`src/rtl/instr_step_ctrl.sv`:
```
// Single-step controller: fetches the instruction at Pc from a sync ROM, issues it
// with a Start/Done handshake, then advances Pc (wrap or halt at end of program).
module instr_step_ctrl #(
   parameter int ADDR_W    = 4,
   parameter int LAST_ADDR = 15,
   parameter int WRAP      = 1,
   parameter int TIMEOUT   = 255
) (
   input  logic              i_clk,
   input  logic              i_rst,
   input  logic              i_step,
   input  logic              i_run,
   output logic [ADDR_W-1:0] o_rom_addr,
   input  logic [15:0]       i_rom_data,
   output logic [15:0]       o_instr,
   output logic              o_start,
   input  logic              i_done,
   output logic [ADDR_W-1:0] o_pc,
   output logic              o_busy,
   output logic              o_halted,
   output logic              o_err,
   output logic [2:0]        o_state
);

   typedef enum logic [2:0] {
      S_IDLE  = 3'd0,
      S_FETCH = 3'd1,
      S_ISSUE = 3'd2,
      S_WAIT  = 3'd3,
      S_NEXT  = 3'd4,
      S_HALT  = 3'd5
   } state_t;

   state_t            r_state;
   logic [ADDR_W-1:0] r_pc;
   logic [15:0]       r_instr;
   logic              r_pending;
   logic              r_halted;
   logic              r_err;
   logic [7:0]        r_wait_cnt;
   logic              r_refetch;

   state_t            w_state_nxt;
   logic [ADDR_W-1:0] w_pc_nxt;
   logic [15:0]       w_instr_nxt;
   logic              w_pending_nxt;
   logic              w_halted_nxt;
   logic              w_err_nxt;
   logic [7:0]        w_wait_cnt_nxt;
   logic              w_refetch_nxt;
   logic              w_at_last;

   assign w_at_last = (r_pc == ADDR_W'(LAST_ADDR));

   always_ff @(posedge i_clk or posedge i_rst) begin
      if (i_rst) begin
         r_state    <= S_IDLE;
         r_pc       <= '0;
         r_instr    <= 16'h0000;
         r_pending  <= 1'b0;
         r_halted   <= 1'b0;
         r_err      <= 1'b0;
         r_wait_cnt <= 8'd0;
         r_refetch  <= 1'b0;
      end else begin
         r_state    <= w_state_nxt;
         r_pc       <= w_pc_nxt;
         r_instr    <= w_instr_nxt;
         r_pending  <= w_pending_nxt;
         r_halted   <= w_halted_nxt;
         r_err      <= w_err_nxt;
         r_wait_cnt <= w_wait_cnt_nxt;
         r_refetch  <= w_refetch_nxt;
      end
   end

   always_comb begin
      w_state_nxt    = r_state;
      w_pc_nxt       = r_pc;
      w_instr_nxt    = r_instr;
      w_pending_nxt  = r_pending;
      w_halted_nxt   = r_halted;
      w_err_nxt      = r_err;
      w_wait_cnt_nxt = r_wait_cnt;
      w_refetch_nxt  = r_refetch;
      case (r_state)
         S_IDLE: begin
            if (i_step || i_run || r_pending) begin
               w_state_nxt   = S_FETCH;
               w_pending_nxt = 1'b0;
               if (i_step) w_err_nxt = 1'b0;
            end
         end
         S_FETCH: begin
            if (i_step) w_pending_nxt = 1'b1;
            // Coming from NEXT the ROM sampled the old Pc, so spend one more cycle here.
            if (r_refetch) begin
               w_refetch_nxt = 1'b0;
            end else begin
               w_instr_nxt = i_rom_data;
               w_state_nxt = S_ISSUE;
            end
         end
         S_ISSUE: begin
            if (i_step) w_pending_nxt = 1'b1;
            w_wait_cnt_nxt = 8'd0;
            w_state_nxt    = S_WAIT;
         end
         S_WAIT: begin
            if (i_step) w_pending_nxt = 1'b1;
            if (i_done) begin
               w_state_nxt = S_NEXT;
            end else if (r_wait_cnt == 8'(TIMEOUT - 1)) begin
               w_err_nxt   = 1'b1;
               w_state_nxt = S_IDLE;
            end else begin
               w_wait_cnt_nxt = r_wait_cnt + 8'd1;
            end
         end
         S_NEXT: begin
            if (w_at_last && (WRAP == 0)) begin
               w_halted_nxt = 1'b1;
               w_state_nxt  = S_HALT;
            end else begin
               w_pc_nxt = w_at_last ? '0 : r_pc + ADDR_W'(1);
               if (r_pending || i_run || i_step) begin
                  w_state_nxt   = S_FETCH;
                  w_pending_nxt = 1'b0;
                  w_refetch_nxt = 1'b1;
               end else begin
                  w_state_nxt = S_IDLE;
               end
            end
         end
         S_HALT: begin
            w_state_nxt = S_HALT;
         end
         default: begin
            w_state_nxt = S_IDLE;
         end
      endcase
   end

   assign o_rom_addr = r_pc;
   assign o_pc       = r_pc;
   assign o_instr    = r_instr;
   assign o_start    = (r_state == S_ISSUE);
   assign o_busy     = (r_state != S_IDLE) && (r_state != S_HALT);
   assign o_halted   = r_halted;
   assign o_err      = r_err;
   assign o_state    = r_state;

endmodule

```
`config.mk`:
```
export PLATFORM = sky130hd
export DESIGN_NAME = instr_step_ctrl
export DESIGN_NICKNAME = d
export VERILOG_FILES = /design/src/rtl/instr_step_ctrl.sv
export SDC_FILE = /design/constraint.sdc
export NUM_CORES = 1
export LEC_CHECK = 0
export ABC_CLOCK_PERIOD_IN_PS = 1900
export BUFFER_PORTS_ARGS = -buffer_cell sky130_fd_sc_hd__buf_4
export CAP_MARGIN = 20
export CORE_MARGIN = 2
export CORE_UTILIZATION = 52
export CTS_BUF_LIST = sky130_fd_sc_hd__clkbuf_8
export CTS_CLUSTER_DIAMETER = 80
export DETAILED_ROUTE_END_ITERATION = 10
export HOLD_SLACK_MARGIN = 0.03
export PLACE_DENSITY = 0.81
export SLEW_MARGIN = 20
export SYNTH_ARGS = -nofsm -noshare
export SYNTH_HDL_FRONTEND = slang
export SYNTH_SLANG_ARGS = --single-unit
```
`constraint.sdc`:
```
create_clock -name i_clk -period 1.9 [get_ports i_clk]
set_input_delay 0.19 -clock i_clk [delete_from_list [all_inputs] [get_ports i_clk]]
set_output_delay 0.19 -clock i_clk [all_outputs]
set_load 0.02 [all_outputs]
```
==> results of run 1 <==
[worst max-delay path: cells and delay by family, from the launching register on]
kind,cells,cell delay [ns]
AOI/OAI and AO/OA,4,1.02
DFF,1,0.41
adders and majority gates,1,0.21
buffers and inverters,1,0.06
[where the power goes]
group	internal, uW	total (uW)	switching [uW]
clock network	291	561	270
logic	863	1770	911
registers	1010	1310	299
[cell usage after synthesis, types with 2 or more instances]
| master | number |
|---|---|
| a2111oi_4 | 2 |
| a21oi_1 | 7 |
| buf_2 | 2 |
| buf_4 | 6 |
| dfrtp_1 | 34 |
| ha_1 | 3 |
| inv_1 | 3 |
| mux2_2 | 17 |
| nand2_1 | 8 |
| nand2b_1 | 3 |
| nand3_1 | 6 |
| nand4_1 | 2 |
| nor2_1 | 9 |
| nor2b_1 | 3 |
| o21ai_0 | 9 |
| or3_1 | 4 |
| xnor2_1 | 3 |
[what timing repair did]
action,in CTS,in global routing
resized for setup,1,2
setup endpoints to repair,1,2
hold buffers,1,0
pin swaps,0,1
endpoints found under the hold margin,34,0
[cell type report]
class / instances / area [um^2]
flip-flops and latches: 34 / 852.1
repair buffers: 55 / 415.4
clock buffers: 6 / 82.58
well taps: 44 / 55.05
fillers: 230 / 884.6
inverters: 3 / 11.26
clock inverters: 2 / 12.51
multi-input cells: 92 / 714.4
[cell families after synthesis]
group / count (synthesis)
AO/OA/AOI/OAI: 29
adder cells (fa/ha/maj): 3
other: 1
multiplexers: 17
buffers and inverters: 12
AND/OR/NAND/NOR: 39
XOR/XNOR: 3
flip-flops: 34
[flip-flops by register name, indices dropped and copies added (netlist names)]
name        flops
o_instr        16
r_wait_cnt      8
o_pc            4
o_state         3
o_err           1
r_pending       1
r_refetch       1
[stage by stage]
stage          power [uW]  instances
2_1_floorplan        2458        138
3_3_place_gp         3014        227
3_5_place_dp         3091        227
4_1_cts              3664        236
5_1_grt              3880        236
6_report             3648        236
[path summary, 6_finish.rpt]
check	end	cells past startpoint
min	o_instr[3]	2
max reg2reg	r_wait_cnt[7]	6
min reg2reg	o_err	1
max	r_wait_cnt[7]	6
min in group asynchronous	r_refetch	4
max in group asynchronous	o_state[2]	4
[routing by layer]
layer,global-route usage,vias to the layer above
li1,-,597
met1,0.2712,605
met2,0.3043,51
met3,0.05628,4
met4,0.1079,0
met5,0,-
==> results.md, run 1 <==
* Die Ht at about 60 um
* TritonCTS buffer count at 5
* Synth top area share at 0.5195
* Routed WL at about 3300 um
* Post-synthesis adder-cell area fraction at 0.02292
* GRT overflow at 0
* Critical path origin: r_wait_cnt[0]
* Status: completed
* Most frequent cells in the layout: 54 x buf_4, 33 x dfrtp_1, 17 x mux2_2
* Max clock buf depth at 2
* XOR/XNOR share of the synthesized area at 0.01604
* Number of enable flip-flop cells after synthesis at 0
* Max-Cap Viols at 0
* Num rows at 20
* Maximum vdd drop at 1056 uV
* Clock sink count at 34
* Area of the mapped netlist at about 1600 um^2
* CTS tree: built
* Starting Density at 0.5409
* Wire length of the first global-routing pass at 5333 um
* Setup violators final at 0
* Slowest-stage cell, CP: dfrtp_1
* Largest family of logic cells by synthesized area: compound AO/OA/AOI/OAI gates
* Crit Path Category: flop to flop
* Ports at 52
* Core Footprint at 3028 um^2
* Clk_skew at 0.002105 ns
* Chip Width at between 60 and 70 um
* Share of layout cells above drive strength 1 at 0.4583
* Fin. Hold Viols at 0
* Via count at roughly 1300
* Met2 routed WL at roughly 1600 um
* Distinct cells, synth at 34
* Vias per std cell at 5.326
* Worst r2r src: r_wait_cnt[0]
* Post-synthesis sequential area ratio at 0.5195
* Crit path DAT at ~2 ns
* DRC viols at 0
* CTS root buf: clkbuf_8
* Avg WL per Cell at 13.93 um
* # port buffers at 50
* DRT antenna net count at 0
* Final Util at 0.7079
* Yosys warns at 0
* Crit path capture type: flop
* Total Nets Final at approximately 220
* Top sig layer: met4
* DP Worst Slack at ~0.07 ns
* Clock latency on the worst-skew pair at ~0.28 ns
* Dpl cell area at slightly above 2000 um^2
* Most common library cell in the layout ignoring fill and taps: buf_4
* Cell taking the most area after synthesis: dfrtp_1
* Synth Area in Compound Gates at 0.1421
* Design Area, Final at 2143 um^2
* GPL Wtd Cong at 0.7502
* Detailed Routing Iterations Pass 1 at 4
* Fraction of the mapped netlist area in simple logic gates at 0.1329
* Ys flop type: dfrtp_1
* Worst Setup Slack, final at 0.09965 ns
* Met1 WL at about 1400 um
* CTS H-tree depth at 2
* Static Leak at 0.0009628 uW
* Final setup TNS at 0 ns
* Syn avg cell area at between 10 and 15 um^2
* Worst-path fanout max at 5
* WP data required at about 2.1 ns
* Mux cell area share after synthesis at 0.1169
* Synth-to-layout area growth at 30.86%
* Reg-to-reg setup timing slack at ~0.1 ns
* # diodes at 0
* Hold WC Path Type: primary input to flop
* CTS clk-pin slew, worst paths at approximately 0.070 ns
* HP Start: i_rom_data[3]
* Max-slew violations at 0
* CP cell instances: inv_1 > ha_1 > a41o_1 > a2111oi_4 > a21oi_1 > a31o_2
* RSZ-0062 raised after global routing: false
* Yosys reg bits at 34
* Fmax at roughly 560 MHz
* Async set or reset register ratio after synthesis at 1.000
* Tcrit/Tclk final at 0.9476
* Cell count after synthesis at ~140
* Slowest stage delay, CP at a little over 0.4 ns
* Drt initial violations at 56
* Pwr dens at about 1700 nW/um^2
* Mapped Nets at 162
* Vias in the first global route at 1189
* Gr usage total at 0.2047
* Area contributors post-synth: dfrtp_1 52%, mux2_2 12%, a2111oi_4 3.4%
* Crit path time final at around 1.8 ns
* Routed wl met3 at about 200 um
* Die area at between 3000 and 4000 um^2
* Hold slack at approximately 0.13 ns
* Pin count of the biggest net entering global routing at 35
* Initial antenna violation count at 0
* Crit path launch type: flop
* DP Wirelength at approximately 2400 um
* Setup Fix Bufs, Post-CTS at 0
Power figures use the tool's default switching activity.
==> inputs of run 2 (changes only) <==
--- a/config.mk
+++ b/config.mk
@@ -6,7 +6,7 @@
 export NUM_CORES = 1
 export LEC_CHECK = 0
 export ABC_CLOCK_PERIOD_IN_PS = 1900
-export BUFFER_PORTS_ARGS = -buffer_cell sky130_fd_sc_hd__buf_4
+export BUFFER_PORTS_ARGS = -buffer_cell sky130_fd_sc_hd__buf_2
 export CAP_MARGIN = 20
 export CORE_MARGIN = 2
 export CORE_UTILIZATION = 52
==> run 2 against run 1 <==
- die area unchanged
- utilization down 4.0 points
- critical path depth stayed put
- global-route usage decreased by 0.70 points
- critical path type unchanged
- largest cell class unchanged
==> results.md, run 2 (same netlist as run 1, synthesis figures left out) <==
* GRT overflow at 0
* Final setup TNS at 0 ns
* GPL Wtd Cong at 0.7720
* # diodes at 0
* # port buffers at 50
* Max clock buf depth at 2
* CP delay by family, top: compound AO/OA/AOI/OAI gates
* Status: completed
* Max reg flops at 16
* Fill cells at ~240
* Crit path buffers/inverters at 1
* WP data required at between 2 and 2.5 ns
* Critical path origin: r_wait_cnt[0]
* Most common library cell in the layout ignoring fill and taps: buf_2
* Gr usage total at 0.1977
* Wire length of the first global-routing pass at between 5000 and 6000 um
* Design Area, Final at just over 2000 um^2
* Vias in the first global route at 1184
* Ports at 52
* Clk network pwr share at 0.156
* Total Nets Final at 216
* Num rows at 20
* Register area at between 800 and 900 um^2
* Via count at approximately 1300
* Hold WC Path Type: primary input to flop
* Clock latency on the worst-skew pair at between 0.2 and 0.3 ns
* Final Util at 0.6682
* CP cell instances: inv_1 > ha_1 > a41o_1 > a2111oi_4 > a21oi_1 > a31o_2
* Fmax at about 550 MHz
* Setup violators final at 0
* Routed WL at approximately 3200 um
* CTS H-tree depth at 2
* Max-slew violations at 0
* Footprint of the multi-input gates at approximately 720 um^2
* Static Leak at roughly 0.00094 uW
* Detailed Routing Iterations Pass 1 at 4
* Clock sink count at 34
* CTS root buf: clkbuf_8
* Initial antenna violation count at 0
* Slowest stage delay, CP at around 0.40 ns
* Avg WL per Cell at approximately 14 um
* Seq pwr share at 0.371
* HP Start: i_rom_data[9]
* Starting Density at 0.5409
* Crit path DAT at just under 2 ns
* Most frequent cells in the layout: 50 x buf_2, 34 x dfrtp_1, 17 x mux2_2
* DRT antenna net count at 0
* CTS tree: built
* Pin count of the biggest net entering global routing at 35
* Slowest-stage cell, CP: dfrtp_1
* Crit Path Category: flop to flop
* DP Wirelength at 2313 um
* Logic pwr share at 0.474
* Tcrit/Tclk final at 0.9517
* Clk_skew at 0.003162 ns
* TritonCTS buffer count at 5
* Worst-path fanout max at 5
* DRC viols at 0
* Vias per std cell at between 5 and 6
* Die area at between 3000 and 4000 um^2
* CTS clk-pin slew, worst paths at 0.07 ns
* Fin. Hold Viols at 0
* Share of layout cells above drive strength 1 at 0.4456
* Maximum vdd drop at 967.1 uV
* Internal power at approximately 2000 uW
* Max-Cap Viols at 0
* Die Ht at about 60 um
* Core Footprint at 3028 um^2
* Sw Share at 0.4192
* Crit path launch type: flop
* Chip Width at around 60 um
* Drt initial violations at 51
* Synth-to-layout area growth at 23.53%
* Switch Pwr at between 1000 and 1500 uW
* Worst r2r src: r_wait_cnt[0]
* Crit path time final at 1.808 ns
* Dpl cell area at ~1900 um^2
* Crit path capture type: flop
* Pwr dens at approximately 1700 nW/um^2
[run 2: changes by cell type in the layout (fill, tap and decap cells not counted)]
| cell | previous run | this run |
|---|---|---|
| buf_4 | 54 | 5 |
| inv_1 | 3 | 4 |
| nor2_4 | 0 | 1 |
| nor2_2 | 1 | 0 |
| nand2b_1 | 2 | 3 |
| dfrtp_1 | 33 | 34 |
| dfrtp_2 | 1 | 0 |
| buf_2 | 0 | 50 |
| clkinvlp_4 | 1 | 0 |
| nand2b_2 | 1 | 0 |
[run 2: worst paths after layout]
kind / cells after the start / endpoint / slack (ns)
setup / recovery: 6 / r_wait_cnt[7] / 0.09
hold / removal: 2 / o_instr[9] / 0.13
setup reg to reg: 6 / r_wait_cnt[7] / 0.09
hold reg to reg: 1 / o_err / 0.50
max in group asynchronous: 4 / r_wait_cnt[0] / 1.07
min in group asynchronous: 4 / r_refetch / 0.53
[run 2: power groups by stage]
stage / clock, uW / combinational (uW) / sequential [uW]
after floorplan: 0 / 946 / 1510
after detailed placement: 0 / 1630 / 1280
final: 536 / 1630 / 1270
after CTS: 550 / 1640 / 1270
after global routing: 590 / 1780 / 1320
after global placement: 0 / 1580 / 1250
[run 2: worst reg2reg max path, delay by kind of cell, from the launching register on]
kind / cells / cell delay [ns]
buffers and inverters: 1 / 0.06
flip-flops: 1 / 0.40
AO/OA/AOI/OAI: 4 / 1.02
adder cells (fa/ha/maj): 1 / 0.22
[run 2: timing repair]
item / CTS / global route
pin swaps: 0 / 1
buffers inserted: 0 / 1
gates resized for setup: 1 / 1
hold buffers: 1 / 0
endpoints found under the hold margin: 34 / 0
endpoints found under the setup margin: 1 / 2
[run 2: stage by stage]
step	power [uW]	hold slack [ns]	std cells	worst slack (ns)
floorplan	2458	0.3316	138	0.1396
global placement	2830	0.2945	227	0.1495
detailed placement	2906	0.2995	227	0.06436
CTS	3466	0.1229	236	0.04565
global route	3689	0.1222	237	-0.0008140
finish	3440	0.1334	237	0.09183
[run 2: final cells by class]
class,count,area share
Sequential cell,34,0.4205
Tap cell,44,0.02721
Clock inverter,2,0.004329
Timing Repair Buffer,56,0.1472
Inverter,3,0.005566
Multi-Input combinational cell,92,0.3544
Clock buffer,6,0.04082
[run 2: layer usage]
| layer | vias to the layer above | track usage | routed length [um] |
|---|---|---|---|
| met5 | - | 0 | 0 |
| met4 | 0 | 0.09524 | 74 |
| met3 | 10 | 0.08225 | 223 |
| met2 | 53 | 0.3059 | 1598 |
| met1 | 619 | 0.2374 | 1313 |
| li1 | 601 | - | - |
==> inputs of run 3 (changes only) <==
--- a/config.mk
+++ b/config.mk
@@ -12,7 +12,9 @@
 export CORE_UTILIZATION = 52
 export CTS_BUF_LIST = sky130_fd_sc_hd__clkbuf_8
 export CTS_CLUSTER_DIAMETER = 80
+export CTS_CLUSTER_SIZE = 20
 export DETAILED_ROUTE_END_ITERATION = 10
+export GPL_TIMING_DRIVEN = 0
 export HOLD_SLACK_MARGIN = 0.03
 export PLACE_DENSITY = 0.81
 export SLEW_MARGIN = 20
==> run 3 against run 2 <==
- the flow now finishes with violations (hold timing)
- clock skew decreased by 0.00064 ns
- utilization increased by 0.29 points
- sequential share of layout area decreased by 0.18 points
- register-to-register slack got worse by 0.05 ns
- critical path depth decreased by 1
- wire length increased by 5.5%
- via count increased by 0.55%
- flip-flop and latch count unchanged
- hold slack got worse by 0.14 ns
==> results.md, run 3 (same netlist as run 1, synthesis figures left out) <==
* Status: finished with violations
* Failing checks: hold timing
* DRC viols at 0
* Vias per std cell at between 5 and 6
* CTS clk-pin slew, worst paths at approximately 0.070 ns
* Crit path capture type: flop
* GRT overflow at 0
* TritonCTS buffer count at 5
* Die area at 3614 um^2
* Max-Cap Viols at 0
* Logic pwr share at 0.499
* Die Ht at approximately 60 um
* Routed WL at around 3400 um
* Max-slew violations at 0
* Initial antenna violation count at 0
* DP Wirelength at 2485 um
* Switch Pwr at between 1000 and 1500 uW
* Slowest stage delay, CP at 0.44 ns
* Maximum vdd drop at between 1000 and 1500 uV
* Final setup TNS at 0 ns
* # diodes at 0
* Dpl cell area at a little under 2000 um^2
* Most common library cell in the layout ignoring fill and taps: buf_2
* Crit path time final at 1.861 ns
* Pin count of the biggest net entering global routing at 35
* Avg WL per Cell at between 10 and 15 um
* Gr usage total at 0.2111
* Hold WC Path Type: primary input to asynchronous set/reset pin
* GPL Wtd Cong at just under 0.8
* Static Leak at approximately 0.00095 uW
* Fin. Hold Viols at 5
* Crit path DAT at approximately 2.0 ns
* Share of layout cells above drive strength 1 at 0.4694
* Via count at approximately 1300
* Tcrit/Tclk final at 0.9795
* Vias in the first global route at roughly 1300
* CP cell instances: ha_1 > a41o_1 > a2111oi_4 > a21oi_1 > a31o_2
* Rel. slew slack at 0.5502
* Crit path buffers/inverters at 0
* CP delay by family, top: compound AO/OA/AOI/OAI gates
* Drt initial violations at 33
* Clk_skew at 0.002517 ns
* Synth-to-layout area growth at 24.06%
* Overall power at about 3500 uW
* Design Area, Final at roughly 2000 um^2
* Max clock buf depth at 2
* DRT antenna net count at 0
* Detailed Routing Iterations Pass 1 at 4
* Total Nets Final at 220
* WP data required at ~2.1 ns
* Chip Width at ~60 um
* Worst-Margin Slew at just under 0.7 ns
* Crit Path Category: flop to flop
* Core Footprint at 3028 um^2
* Slowest-stage cell, CP: a2111oi_4
* Wire length of the first global-routing pass at approximately 5600 um
* DP Worst Slack at slightly above 0.05 ns
* Starting Density at 0.5409
* Reg-to-reg setup timing slack at around 0.039 ns
* Crit path launch type: flop
* Fill cells at ~240
* Worst r2r src: r_wait_cnt[1]
* Clock latency on the worst-skew pair at ~0.28 ns
* Clk network pwr share at 0.143
* # port buffers at 50
* Most frequent cells in the layout: 52 x buf_2, 34 x dfrtp_1, 17 x mux2_2
* Max reg flops at 16
* Setup violators final at 0
* Fmax at 537.3 MHz
* Internal power at ~2000 uW
* Hold slack at -0.001627 ns
* # hold bufs at CTS at 0
* Pwr dens at between 1500 and 2000 nW/um^2
* CTS root buf: clkbuf_8
* Num rows at 20
* Final Util at 0.6711
* Seq pwr share at 0.358
* RSZ-0062 raised after global routing: false
* CTS H-tree depth at 2
* Worst Setup Slack, final at 0.03901 ns
* RR Endpoint: r_wait_cnt[7]
* Sw Share at 0.4237
* CTS tree: built
* R2R cell count at 5
* Clock sink count at 34
* Worst-path fanout max at 5
* Ports at 52
run 3: cell types whose count changed in the layout (fill, tap and decap cells not counted), sizes merged:
cell,before,now
buf,55,60
clkbuf,6,5
clkinv,1,2
dlygate4sd3,1,0
inv,4,3
run 3: final cells by class:
class                      count  area (um^2)  area share
sequential                    34        850.8      0.4187
multi-input combinational     92        711.9      0.3504
timing repair buffer          51        257.7      0.1268
clock buffer                   5        68.82     0.03387
buffer                         9        66.31     0.03264
tap                           44        55.05     0.02709
inverter                       3        11.26    0.005542
clock inverter                 2        10.01    0.004926
run 3: routing by layer:
layer / part of all wire / wire, um / global-route usage / vias to the layer above
met4: 0.013 / 43 / 0.06667 / 0
met3: 0.073 / 247 / 0.07359 / 5
met1: 0.43 / 1447 / 0.2601 / 623
met2: 0.49 / 1647 / 0.3463 / 55
met5: 0 / 0 / 0 / -
li1: - / - / - / 607
run 3: power by group through the flow:
stage | clock network, uW | logic [uW] | registers, uW
2_1_floorplan | 0 | 946 | 1510
4_1_cts | 505 | 1730 | 1250
3_5_place_dp | 0 | 1720 | 1250
6_report | 498 | 1730 | 1240
5_1_grt | 526 | 1890 | 1290
3_3_place_gp | 0 | 1650 | 1230
run 3: worst max path at each step:
stage,from,endpoint,slack (ns),cells past startpoint
finish,r_wait_cnt[1],r_wait_cnt[7],0.04,5
global route,r_wait_cnt[1],r_wait_cnt[7],0.00003,5
CTS,o_state[1],o_start,0.007,4
detailed placement,o_state[1],o_instr[9],0.05,4
global placement,r_wait_cnt[0],r_wait_cnt[7],0.12,6
floorplan,o_state[1],r_wait_cnt[7],0.14,5
run 3: stage by stage:
stage          instances  hold WS [ns]
2_1_floorplan        138        0.3316
6_report             240     -0.001627
3_5_place_dp         232        0.3453
4_1_cts              239       0.03889
3_3_place_gp         232        0.4220
5_1_grt              240       0.07648
run 3: what timing repair did:
action	4_1_cts	5_1_grt
buffers inserted	0	1
hold endpoints to repair	0	0
gates resized for setup	0	1
setup endpoints to repair	0	11
